<file path="config.mk">
export PLATFORM = sky130hd
export DESIGN_NAME = uart_tx_fifo_flat
export DESIGN_NICKNAME = d
export VERILOG_FILES = /design/src/rtl/uart_tx_fifo_if.sv /design/src/rtl/uart_tx_fifo.sv /design/src/flat_wrapper.sv
export SDC_FILE = /design/constraint.sdc
export NUM_CORES = 1
export LEC_CHECK = 0
export CORE_UTILIZATION = 48
export DETAILED_ROUTE_END_ITERATION = 6
export PLACE_DENSITY = 0.77
export SLEW_MARGIN = 20
export SYNTH_ARGS = -nofsm -noshare
export SYNTH_HDL_FRONTEND = slang
export SYNTH_SLANG_ARGS = --single-unit
export TNS_END_PERCENT = 5
</file>
<file path="constraint.sdc">
create_clock -name Clk -period 2.5 [get_ports Clk]
set_clock_uncertainty 0.1 [all_clocks]
set_input_delay 0.5 -clock Clk [delete_from_list [all_inputs] [get_ports Clk]]
set_output_delay 0.5 -clock Clk [all_outputs]
set_load 0.02 [all_outputs]
</file>
<file path="src/rtl/uart_tx_fifo_if.sv">
// rtl/uart_tx_fifo_if.sv - byte push handshake between a producer and the UART transmit FIFO
interface uart_tx_fifo_if;
    logic [7:0] Data_in;
    logic       Send;
    logic       Ready;

    modport master (
        output Data_in,
        output Send,
        input  Ready
    );

    modport slave (
        input  Data_in,
        input  Send,
        output Ready
    );
endinterface

</file>
<file path="src/rtl/uart_tx_fifo.sv">
// rtl/uart_tx_fifo.sv - 8N1 UART transmitter fed by a small FIFO; define UART_TX_PARITY_EN for an even-parity bit
module uart_tx_fifo #(
    parameter int UBRR       = 5207,
    parameter int FIFO_DEPTH = 4
) (
    input  logic           Clk,
    input  logic           Reset_n,
    uart_tx_fifo_if.slave  bus,
    output logic           TX,
    output logic           Busy,
    output logic           Empty,
    output logic           Overflow
);

    localparam int CNT_W  = (UBRR < 1) ? 1 : $clog2(UBRR + 1);
    localparam int PTR_W  = $clog2(FIFO_DEPTH);
    localparam int FCNT_W = PTR_W + 1;

    localparam logic [CNT_W-1:0]  BAUD_LAST = CNT_W'(UBRR);
    localparam logic [FCNT_W-1:0] FULL_CNT  = FCNT_W'(FIFO_DEPTH);

`ifdef UART_TX_PARITY_EN
    typedef enum logic [2:0] {
        S_IDLE,
        S_START,
        S_DATA,
        S_PARITY,
        S_STOP
    } state_t;
`else
    typedef enum logic [1:0] {
        S_IDLE,
        S_START,
        S_DATA,
        S_STOP
    } state_t;
`endif

    state_t              state_q, state_d;
    logic [CNT_W-1:0]    baud_q, baud_d;
    logic [2:0]          bit_q, bit_d;
    logic [7:0]          shift_q, shift_d;
    logic                tx_q, tx_d;
    logic                ovf_q, ovf_d;
    logic [PTR_W-1:0]    wr_ptr_q, wr_ptr_d;
    logic [PTR_W-1:0]    rd_ptr_q, rd_ptr_d;
    logic [FCNT_W-1:0]   count_q, count_d;
    logic [7:0]          mem [FIFO_DEPTH];
`ifdef UART_TX_PARITY_EN
    logic                parity_q, parity_d;
`endif

    logic ready;
    logic push;
    logic pop;
    logic bit_end;

    // Ready looks only at the pre-edge count, so a full FIFO refuses a byte even on a pop cycle.
    assign ready   = (count_q != FULL_CNT);
    assign push    = bus.Send && ready;
    assign pop     = (state_q == S_IDLE) && (count_q != '0);
    assign bit_end = (baud_q == BAUD_LAST);

    assign bus.Ready = ready;
    assign TX        = tx_q;
    assign Busy      = (state_q != S_IDLE);
    assign Empty     = (count_q == '0);
    assign Overflow  = ovf_q;

    always_comb begin
        wr_ptr_d = wr_ptr_q;
        rd_ptr_d = rd_ptr_q;
        count_d  = count_q;
        ovf_d    = ovf_q | (bus.Send && !ready);
        if (push) begin
            wr_ptr_d = wr_ptr_q + PTR_W'(1);
        end
        if (pop) begin
            rd_ptr_d = rd_ptr_q + PTR_W'(1);
        end
        case ({push, pop})
            2'b10:   count_d = count_q + FCNT_W'(1);
            2'b01:   count_d = count_q - FCNT_W'(1);
            default: count_d = count_q;
        endcase
    end

    always_comb begin
        state_d  = state_q;
        baud_d   = baud_q;
        bit_d    = bit_q;
        shift_d  = shift_q;
`ifdef UART_TX_PARITY_EN
        parity_d = parity_q;
`endif
        case (state_q)
            S_IDLE: begin
                if (pop) begin
                    shift_d  = mem[rd_ptr_q];
`ifdef UART_TX_PARITY_EN
                    parity_d = ^mem[rd_ptr_q];
`endif
                    baud_d   = '0;
                    state_d  = S_START;
                end
            end
            S_START: begin
                if (bit_end) begin
                    baud_d  = '0;
                    bit_d   = 3'd0;
                    state_d = S_DATA;
                end else begin
                    baud_d = baud_q + CNT_W'(1);
                end
            end
            S_DATA: begin
                if (bit_end) begin
                    baud_d  = '0;
                    shift_d = {1'b0, shift_q[7:1]};
                    bit_d   = bit_q + 3'd1;
                    if (bit_q == 3'd7) begin
`ifdef UART_TX_PARITY_EN
                        state_d = S_PARITY;
`else
                        state_d = S_STOP;
`endif
                    end
                end else begin
                    baud_d = baud_q + CNT_W'(1);
                end
            end
`ifdef UART_TX_PARITY_EN
            S_PARITY: begin
                if (bit_end) begin
                    baud_d  = '0;
                    state_d = S_STOP;
                end else begin
                    baud_d = baud_q + CNT_W'(1);
                end
            end
`endif
            S_STOP: begin
                if (bit_end) begin
                    baud_d  = '0;
                    state_d = S_IDLE;
                end else begin
                    baud_d = baud_q + CNT_W'(1);
                end
            end
            default: begin
                baud_d  = '0;
                state_d = S_IDLE;
            end
        endcase
    end

    // The line level is registered from the current state, so TX trails the state by one clock.
    always_comb begin
        tx_d = 1'b1;
        case (state_q)
            S_IDLE:   tx_d = 1'b1;
            S_START:  tx_d = 1'b0;
            S_DATA:   tx_d = shift_q[0];
`ifdef UART_TX_PARITY_EN
            S_PARITY: tx_d = parity_q;
`endif
            S_STOP:   tx_d = 1'b1;
            default:  tx_d = 1'b1;
        endcase
    end

    always_ff @(posedge Clk or negedge Reset_n) begin
        if (!Reset_n) begin
            state_q  <= S_IDLE;
            baud_q   <= '0;
            bit_q    <= 3'd0;
            shift_q  <= 8'h00;
            tx_q     <= 1'b1;
            ovf_q    <= 1'b0;
            wr_ptr_q <= '0;
            rd_ptr_q <= '0;
            count_q  <= '0;
`ifdef UART_TX_PARITY_EN
            parity_q <= 1'b0;
`endif
        end else begin
            state_q  <= state_d;
            baud_q   <= baud_d;
            bit_q    <= bit_d;
            shift_q  <= shift_d;
            tx_q     <= tx_d;
            ovf_q    <= ovf_d;
            wr_ptr_q <= wr_ptr_d;
            rd_ptr_q <= rd_ptr_d;
            count_q  <= count_d;
`ifdef UART_TX_PARITY_EN
            parity_q <= parity_d;
`endif
        end
    end

    // Storage carries no reset; only entries between the pointers are ever read.
    always_ff @(posedge Clk) begin
        if (push) begin
            mem[wr_ptr_q] <= bus.Data_in;
        end
    end

endmodule

</file>
<file path="src/flat_wrapper.sv">
// flat-port wrapper written by rule: the top's interface ports become plain ports
module uart_tx_fifo_flat 
#(
    parameter int UBRR       = 5207,
    parameter int FIFO_DEPTH = 4
)
  (Clk, Reset_n, TX, Busy, Empty, Overflow, bus_Data_in, bus_Send, bus_Ready);
  uart_tx_fifo_if bus_i ();
  input  logic Clk;
  input  logic Reset_n;
  output logic TX;
  output logic Busy;
  output logic Empty;
  output logic Overflow;
  input wire logic [$bits(bus_i.Data_in)-1:0] bus_Data_in;
  input wire logic [$bits(bus_i.Send)-1:0] bus_Send;
  output wire logic [$bits(bus_i.Ready)-1:0] bus_Ready;
  assign bus_i.Data_in = bus_Data_in;
  assign bus_i.Send = bus_Send;
  assign bus_Ready = bus_i.Ready;
  uart_tx_fifo #(.UBRR(UBRR), .FIFO_DEPTH(FIFO_DEPTH)) u_core (.Clk(Clk), .Reset_n(Reset_n), .bus(bus_i), .TX(TX), .Busy(Busy), .Empty(Empty), .Overflow(Overflow));
endmodule
</file>
==> flow_summary.toml <==
[run_status]
status = "completed"

[setup_path]
crit-reg2reg-capture = "u_core.shift_q[7]$_DFFE_PN0P_"
path_buf_inv = 1
worst_setup_path_start_kind = "flip-flop"
reg2reg_slack_ns = 0.24
crit_type = "flip-flop to output port"
worstPathArrival_ns = 1.68
slowest_stage = "clkdlybuf4s50_1"
cp_cell_sequence = "nor3_2, clkdlybuf4s50_1"
cp-end-kind = "output port"
cpPeakStageDelay_ns = 0.65
path_delay_family = "buffers and inverters"
r2r.worst_path.cells = 4
worstPathRequired_ns = 1.90
crit_path_max_fanout = 4
r2r_start = "u_core.baud_q[5]$_DFFE_PN0P_"

[global_routing]
grt_pass1_vias = 1854
grt_remaining_overflow = 0
antenna_found_initial = 0
grt_pass1_wl_mm = 8.880
grt.total_usage = 0.1667
grt_max_degree = 36

[job]
cap_viol_max_count = 0

[sta]
fmax_mhz = 438.1
fin_crit_sh = 0.9130
max_slew.worst_pin.slew_ns = 0.4926
max_slew_margin = 0.6716
final-max-slew-violation-count = 0
final.setup.tns_ns = 0
setup_viol = 0
setup_slack_ns = 0.2175
min_period_ns = 2.283
rsz0062_at_grt = "no"
finalHoldViolCount = 0

[hold_path]
holdPathStages = 1
hold_class = "flip-flop to flip-flop"
hp-start = "u_core.Overflow$_DFF_PN0_"
hold_path_end = "u_core.Overflow$_DFF_PN0_"

[detailed_routing]
wl_per_cell_um = 15.33
viasPerCell = 5.538
wl_mm = 5.181
first_iter_violations = 69
antenna_left = 0
vias = 1872
drc = 0
dr.pass1.iters = 6

[floorplan]
die_area_um2 = 6902
die-width_um = 83.08
core_um2 = 6350
rows = 29
start_util = 0.4969
ioPinCount = 16
die_height_um = 83.08

[yosys]
yosys_register_bits = 67
ys_seq_area_frac = 0.5825
avgSynthCellArea_um2 = 13.60
synth_ff_type = "dfrtp_1"
synth_area_um2 = 3156
synth-async-reset-ratio = 0.5224
synthCells = 232
synth_edf_count = 32
yosysUniqueCellTypes = 44
ys_warn_count = 0
syn-num-nets = 258

[placed_design]
dp_slack_ns = 0.1627
hpwlAfterDp_mm = 3.602
io_buffers = 15
dpl_cell_area_um2 = 3402
gp_congestion = 0.8060

[clock_network]
cts.htree.levels = 3
cts_setup_buffers = 0
cts_buffers = 9
cts.sinks = 67
holdBufCountCts = 0
cts_resized = 1
cts_buffer_depth = 2
clk_pin_slew_worst_paths_ns = 0.07
clock-root-buffer = "clkbuf_8"
tritoncts = "built"
clock_latency_ns = 0.34

[final_layout]
final_nets = 282
fin_area_um2 = 3605
area_delta_synth_final_pct = 14.23
drive_above_1_share = 0.2146
antennaDiodeCount = 0

[pwr]
intPower_w = 0.002707
p_leak_nw = 1.420
switching_share = 0.3308
ir_worst_vdd_uv = 586.7
p_per_area_nw_per_um2 = 1122
power.share.sequential = 0.415
p_clk_frac = 0.223
pwr-share-comb = 0.362
power_w = 0.004045
switching_power_w = 0.001338
## Yosys cell counts (5+ instances only)
cell,number,area [µm²]
dfrtp_1,34,850.8
edfxtp_1,32,960.9
mux2_2,18,202.7
ha_1,14,175.2
nand2_1,13,48.80
inv_1,11,41.29
o21ai_0,11,55.05
nor2_1,9,33.78
mux4_2,8,180.2
nor3_1,8,40.04
and3_1,5,31.28
nand3_1,5,25.02
nor4_1,5,31.28
## flip-flops by register name, summed over array words and instances, names as in the netlist
signal and count:
u_core.TX 1, u_core.state_q 2, u_core.count_q 3, u_core.wr_ptr_q 2, u_core.Overflow 1, u_core.bit_q 3
u_core.shift_q 8, u_core.baud_q 13, u_core.rd_ptr_q 2, u_core.mem 32
## logic make-up (layout without fill, tap and decap cells)
family,Yosys count,in the layout,share of synthesized area
DFF,67,67,0.5825
buffers and inverters,21,50,0.03212
adders and majority gates,15,15,0.06186
AOI/OAI and AO/OA,34,34,0.07455
and+or+nand+nor,62,62,0.1082
muxes,26,26,0.1213
xor gates and xnor gates,7,7,0.01943
## worst reg2reg max path, cell delays in order (launching register included)
cell	delay [ns]
dfrtp_1	0.47
nor4b_1	0.49
nand4_1	0.22
a21oi_2	0.47
mux2_2	0.40
## cell type report
| type | count | area [µm²] |
|---|---|---|
| Clock inverter | 6 | 71.32 |
| Timing Repair Buffer | 23 | 209.0 |
| Sequential cell | 67 | 1838 |
| Inverter | 11 | 41.29 |
| Tap cell | 77 | 96.34 |
| Multi-Input combinational cell | 144 | 1221 |
| Clock buffer | 10 | 127.6 |
| Fill cell | 514 | 2745 |
## power groups by stage
| stage | logic, W | clock network [W] | registers, W |
|---|---|---|---|
| final | 0.00146 | 0.000904 | 0.00168 |
| after global routing | 0.00164 | 0.000971 | 0.00172 |
| after CTS | 0.00149 | 0.000929 | 0.00168 |
| after detailed placement | 0.00149 | 0 | 0.00170 |
| after global placement | 0.00144 | 0 | 0.00167 |
| after floorplan | 0.00114 | 0 | 0.00163 |
## through the flow
step	utilization	instances	hold WS, ns
global route	0.5677	338	0.4179
detailed placement	0.5358	322	0.3624
floorplan	-	232	0.1044
CTS	0.5669	338	0.3795
finish	0.5677	338	0.3784
global placement	0.5358	322	0.3495
## layout by cell type, fill, tap and decap left out, types with 2 or more instances in the layout
master	netlist	routed
o21ai_1	4	4
inv_6	0	3
nor3_2	1	2
mux2_2	18	18
nor4b_1	2	2
inv_1	11	11
a32o_1	3	3
xor2_1	3	3
and3_1	5	5
a21o_1	4	4
xnor2_1	4	4
nor3_1	8	7
nand4_1	4	4
clkdlybuf4s50_1	0	14
a21oi_1	4	4
buf_4	1	8
mux4_2	8	8
clkinvlp_4	0	2
nand2_1	13	13
o21ai_0	11	11
ha_1	14	14
clkbuf_8	0	9
dfrtp_1	34	34
nand3_1	5	5
nor2_1	9	9
nor4_1	5	5
nor2b_1	2	2
nand2b_1	2	2
edfxtp_1	32	32
## metal layers
layer,vias to the layer above,global-route usage,routed length (µm)
met5,-,0,0
met4,0,0.06740,96
met3,8,0.04274,153
met2,28,0.2742,2523
met1,923,0.2112,2408
li1,913,-,-
## how the worst max path moves through the flow
stage	start	end	slack, ns	depth (start not counted)
detailed placement	bus_Send	u_core.count_q[2]$_DFFE_PN0P_	0.16	8
CTS	u_core.count_q[0]$_DFFE_PN0P_	Empty	0.06	2
floorplan	u_core.state_q[0]$_DFFE_PN0P_	u_core.count_q[2]$_DFFE_PN0P_	0.14	10
global placement	bus_Send	u_core.count_q[2]$_DFFE_PN0P_	0.21	8
finish	u_core.count_q[1]$_DFFE_PN0P_	Empty	0.22	2
global route	u_core.state_q[1]$_DFFE_PN0P_	u_core.count_q[2]$_DFFE_PN0P_	0.02	10
No activity file was read; power rests on OpenSTA's default activity.
